===== config.mk =====
export PLATFORM = sky130hd
export DESIGN_NAME = inst_fetch_queue
export DESIGN_NICKNAME = d
export VERILOG_FILES = /design/src/rtl/inst_fetch_queue.sv
export SDC_FILE = /design/constraint.sdc
export NUM_CORES = 2
export LEC_CHECK = 0
export CAP_MARGIN = 20
export CORE_MARGIN = 2
export CORE_UTILIZATION = 59
export CTS_BUF_LIST = sky130_fd_sc_hd__clkbuf_4
export CTS_CLUSTER_DIAMETER = 50
export DETAILED_ROUTE_END_ITERATION = 10
export GPL_ROUTABILITY_DRIVEN = 0
export PLACE_DENSITY_LB_ADDON = 0.05
export RECOVER_POWER = 25
export SYNTH_ARGS = -nofsm -noshare
export SYNTH_HDL_FRONTEND = slang
export SYNTH_MEMORY_MAX_BITS = 65536
export SYNTH_SLANG_ARGS = --single-unit

===== constraint.sdc =====
create_clock -name clk1 -period 3.2 [get_ports clk1]
set_input_delay 0.64 -clock clk1 [delete_from_list [all_inputs] [get_ports clk1]]
set_output_delay 0.64 -clock clk1 [all_outputs]
set_load 0.005 [all_outputs]

===== src/rtl/inst_fetch_queue.sv =====
// inst_fetch_queue: instruction memory, sequential PC walker and QDEPTH-entry fetch FIFO.
// Optional branch-redirect flush is compiled in when FETCH_REDIRECT_EN is defined.
module inst_fetch_queue #(
    parameter int XLEN   = 32,
    parameter int PC_W   = 7,
    parameter int QDEPTH = 4
) (
    input  logic                    clk1,
    input  logic                    rst_n,
    input  logic                    fetch_en,
    input  logic [PC_W:0]           prog_len,
    input  logic                    imem_we,
    input  logic [PC_W-1:0]         imem_waddr,
    input  logic [XLEN-1:0]         imem_wdata,
    output logic                    out_valid,
    input  logic                    out_ready,
    output logic [XLEN-1:0]         out_inst,
    output logic [PC_W-1:0]         out_pc,
`ifdef FETCH_REDIRECT_EN
    input  logic                    redirect_valid,
    input  logic [PC_W-1:0]         redirect_pc,
`endif
    output logic [PC_W:0]           pc,
    output logic [$clog2(QDEPTH):0] q_count,
    output logic                    done
);

    localparam int AW   = $clog2(QDEPTH);
    localparam int MEMD = 1 << PC_W;
    localparam logic [AW:0]   QFULL  = QDEPTH[AW:0];
    localparam logic [PC_W:0] PC_MAX = {1'b1, {PC_W{1'b0}}};

    typedef enum logic [1:0] {
        IDLE,
        FETCH,
        DRAIN,
        DONE
    } state_e;

    state_e state_q, state_d;

    logic [XLEN-1:0] mem_q   [MEMD];
    logic [XLEN-1:0] qinst_q [QDEPTH];
    logic [PC_W-1:0] qpc_q   [QDEPTH];

    logic [AW-1:0]   head_q, head_d;
    logic [AW-1:0]   tail_q, tail_d;
    logic [AW:0]     cnt_q, cnt_d;
    logic [PC_W:0]   pc_q, pc_d;

    logic [PC_W:0]   plen;
    logic            redir;
    logic [PC_W-1:0] redir_pc;
    logic            pc_lt;
    logic            full;
    logic            pop;
    logic            push;
    logic [XLEN-1:0] fetch_word;

`ifdef FETCH_REDIRECT_EN
    assign redir    = redirect_valid;
    assign redir_pc = redirect_pc;
`else
    assign redir    = 1'b0;
    assign redir_pc = '0;
`endif

    // Lengths beyond the memory size are clamped so pc stops at 2**PC_W.
    assign plen       = (prog_len > PC_MAX) ? PC_MAX : prog_len;
    assign pc_lt      = pc_q < plen;
    assign full       = cnt_q == QFULL;
    assign out_valid  = cnt_q != '0;
    assign pop        = out_valid && out_ready && !redir;
    assign push       = !redir && (state_q == FETCH) && fetch_en
                        && pc_lt && (!full || pop);
    assign fetch_word = mem_q[pc_q[PC_W-1:0]];

    always_ff @(posedge clk1 or negedge rst_n) begin
        if (!rst_n) begin
            state_q <= IDLE;
        end else begin
            state_q <= state_d;
        end
    end

    always_comb begin
        state_d = state_q;
        if (redir) begin
            state_d = fetch_en ? FETCH : IDLE;
        end else begin
            unique case (state_q)
                IDLE: begin
                    if (fetch_en) state_d = FETCH;
                end
                FETCH: begin
                    if (!fetch_en)   state_d = IDLE;
                    else if (!pc_lt) state_d = DRAIN;
                end
                DRAIN: begin
                    if (cnt_q == '0) state_d = DONE;
                end
                DONE:    state_d = DONE;
                default: state_d = IDLE;
            endcase
        end
    end

    always_comb begin
        done = (state_q == DONE);
    end

    always_comb begin
        head_d = head_q;
        tail_d = tail_q;
        cnt_d  = cnt_q;
        pc_d   = pc_q;
        if (redir) begin
            head_d = '0;
            tail_d = '0;
            cnt_d  = '0;
            pc_d   = {1'b0, redir_pc};
        end else begin
            if (pop) head_d = head_q + 1'b1;
            if (push) begin
                tail_d = tail_q + 1'b1;
                pc_d   = pc_q + 1'b1;
            end
            unique case ({push, pop})
                2'b10:   cnt_d = cnt_q + 1'b1;
                2'b01:   cnt_d = cnt_q - 1'b1;
                default: cnt_d = cnt_q;
            endcase
        end
    end

    always_ff @(posedge clk1 or negedge rst_n) begin
        if (!rst_n) begin
            head_q <= '0;
            tail_q <= '0;
            cnt_q  <= '0;
            pc_q   <= '0;
        end else begin
            head_q <= head_d;
            tail_q <= tail_d;
            cnt_q  <= cnt_d;
            pc_q   <= pc_d;
        end
    end

    // Storage arrays carry no reset; a same-cycle write leaves fetch_word old.
    always_ff @(posedge clk1) begin
        if (imem_we) mem_q[imem_waddr] <= imem_wdata;
        if (push) begin
            qinst_q[tail_q] <= fetch_word;
            qpc_q[tail_q]   <= pc_q[PC_W-1:0];
        end
    end

    assign out_inst = out_valid ? qinst_q[head_q] : '0;
    assign out_pc   = out_valid ? qpc_q[head_q] : '0;
    assign pc       = pc_q;
    assign q_count  = cnt_q;

endmodule


==> flow_summary_export.csv <==
group,metric,value,unit
pwr,swShare,0.274,
critical_path,worst_ep_required_time,2.56,ns
clocking,clk_latency,1.68,ns
clocking,max-clock-path-buffers,5,
routing,route.vias.total,88400,
global_route,grt_overflow,0,
clocking,cts-root-buf,"clkbuf_4",
global_route,use_met3,0.0986,
pwr,p_int,106000,µW
global_route,grt_pass1_wl,657000,µm
global_route,gr-max-usage-layer,"met2",
sta,setup_tns,-62.52,ns
yosys,yosysTopAreaCell,"edfxtp_1",
critical_path,reg2reg_depth,11,
place,port_buffers,103,
critical_path,worstReg2RegStart,"pc[0]",
pwr,sequentialPowerShare,0.424,
sta,max-slew-margin-rel,-1.46,
routing,ant_nets,0,
yosys,async_flop_share,0.00398,
status,status,"finished with violations",
sta,finClkSkew,0.107,ns
min_path,min_to,"state_q[0]",
final_layout,n_fill_cell,16700,
global_route,use_met1,0.477,
yosys,syn_avg_cell_area,22.7,µm²
pwr,pwr_density_cell,745,nW/µm²
floorplanning,floorplan.initialDensity,0.594,
critical_path,crit_type,"flip-flop to output port",
floorplanning,dieArea,280000,µm²
routing,post_drt_via_cell_ratio,6.54,
min_path,min_from,"prog_len[4]",
critical_path,r2r-end,"qinst_q[0][13]",
global_route,met2_usage,0.524,
sta,max_freq,253,MHz
floorplanning,io_pins,104,
yosys,ys_warn_count,0,
final_layout,drive_gt1_frac,0.425,
sta,period_needed,3.95,ns
yosys,synth.cell_area,163000,µm²
clocking,numCtsBuffers,1144,
global_route,grt_max_degree,129,
routing,drc,0,
status,violations,"max-capacitance violations, max-slew violations, negative setup slack",
floorplanning,die_y,529,µm
global_route,grt.total_usage,0.344,
min_path,hold_depth,7,
sta,worst_pin_slew,3.69,ns
sta,report.final.slew_viol_count,2099,
global_route,grt_pass1_vias,88500,
yosys,syn_inst,7159,
pwr,vdd_drop_max,438,µV
sta,fin_crit_sh,1.23,
yosys,netlist.area_leader.share,0.785,
critical_path,arrival,3.31,ns
routing,avgRoutedWirePerCell,35.3,µm
final_layout,seq_area,128000,µm²
sta,setup_viol,385,
critical_path,r2r_slack,-0.08,ns
clocking,cts.clk_slew.worst_paths,0.06,ns
final_layout,multiInputGateArea,34800,µm²
clocking,cts_tree,"built",
place,dp.final_hpwl,273000,µm
yosys,synth_area_leaders,"edfxtp_1 (79%), mux4_2 (13%), mux2i_1 (2.5%)",
final_layout,nets,9287,
critical_path,startpoint_type,"flip-flop",
pwr,power_switching,40200,µW
clocking,htree_levels,7,
routing,first_iter_violations,12200,
sta,hold_viol,0,
final_layout,post-route-util,0.719,
yosys,synth_edf_count,4252,
pwr,combPwrFrac,0.266,
sta,rsz0062_at_grt,"true",
yosys,ys.flop_type,"edfxtp_1",
min_path,min_path_type,"input pin to flip-flop",
yosys,ys_types,50,
pwr,p_clk_frac,0.309,
floorplanning,rows,192,
clocking,clock_sinks,4269,
yosys,synth_common_cells,"edfxtp_1 (4252), mux4_2 (935), mux2i_1 (403)",
critical_path,critPathMaxFanout,4,
final_layout,syn_to_final_growth,21.1,%
routing,drt_pass1_iterations,6,
flow_run,cap_viol_max_count,32,
yosys,synth.most_common_cell,"edfxtp_1",
pwr,finalPower,147000,µW
critical_path,cp-end-kind,"output port",
yosys,ys_seq_area_frac,0.788,
yosys,syn-num-nets,7225,
global_route,antenna_found_initial,32,
floorplanning,die_x,529,µm
floorplanning,core_area,274000,µm²
yosys,ys_ff_latch,4269,
routing,wirelength,477000,µm
sta,setup_ws,-0.746,ns
pwr,p_leak,0.0642,µW
-- timing repair --
action / in CTS / in global routing
buffers inserted: 73 / 102
resized for setup: 438 / 226
hold endpoints to repair: 4117 / 0
hold buffers: 57 / 0
gates cloned: 23 / 25
setup endpoints to repair: 277 / 257
pin swaps: 42 / 90
-- state kept, by name (all words and copies together) (netlist names) --
| name | count |
|---|---|
| pc | 8 |
| tail_q | 2 |
| qinst_q | 128 |
| state_q | 2 |
| qpc_q | 28 |
| q_count | 3 |
| mem_q | 4096 |
| head_q | 2 |
-- cells by family after synthesis --
group	count (synthesis)	share of synthesized area
AOI/OAI and AO/OA	684	0.0305
xor gates and xnor gates	13	0.000700
adders and majority gates	14	0.00112
buffers and inverters	423	0.0130
DFF	4269	0.788
muxes	1346	0.155
and+or+nand+nor	410	0.0119
-- cells in the final DEF (no fill, tap or decap), types with 96 or more instances in the layout --
| cell | count |
|---|---|
| mux4_2 | 935 |
| buf_4 | 672 |
| a21oi_1 | 98 |
| mux2i_1 | 395 |
| o22ai_1 | 96 |
| nor2_4 | 122 |
| a22oi_1 | 110 |
| clkbuf_4 | 1627 |
| buf_12 | 323 |
| edfxtp_1 | 4252 |
| clkinv_1 | 159 |
-- area by class of cell --
class | instances | area share
inverter | 9 | 0.000172
clock buffer | 1615 | 0.0616
clock inverter | 215 | 0.00596
tap | 3589 | 0.0228
sequential | 4269 | 0.651
timing repair buffer | 1329 | 0.0817
antenna | 22 | 0.000280
multi-input combinational | 2468 | 0.177
-- power by group through the flow --
stage               clock network (µW)  logic [µW]  registers (µW)
floorplan                            0       19200           63400
global placement                     0       32700           63400
detailed placement                   0       32900           63400
CTS                              46100       35900           62200
global route                     49100       40500           62200
finish                           45400       39100           62300
-- routing by layer --
metal,vias to the layer above,part of all wire
met5,-,0.00013
met4,10,0.037
met1,46600,0.37
met3,682,0.12
li1,35500,-
met2,5594,0.47
-- worst max-delay path: stages (launching register included) --
cell	delay [ns]
dfrtp_2	0.46
buf_6	0.14
buf_4	0.13
buf_6	0.11
mux4_2	0.42
and2_4	0.26
buf_6	0.15
-- stage by stage --
step	instance area (µm²)	cells	hold slack (ns)	worst slack [ns]
final	197000	13500	0.199	-0.746
after global placement	179000	11400	0.533	-0.515
after global routing	197000	13500	0.119	-0.885
after CTS	195000	13400	0.00710	-0.880
after detailed placement	179000	11400	0.567	-0.552
after floorplan	163000	7159	0.344	-0.680
-- worst max path at each step --
| stage | depth (start not counted) | to | start |
|---|---|---|---|
| 2_1_floorplan | 3 | mem_q[105][0] | imem_we |
| 6_report | 6 | out_inst[15] | head_q[0] |
| 3_3_place_gp | 10 | qinst_q[0][25] | pc[0] |
| 5_1_grt | 6 | out_inst[15] | head_q[0] |
| 4_1_cts | 6 | out_inst[21] | head_q[0] |
| 3_5_place_dp | 10 | qinst_q[3][25] | pc[0] |
Note: power is estimated with default switching activity, not from simulation.
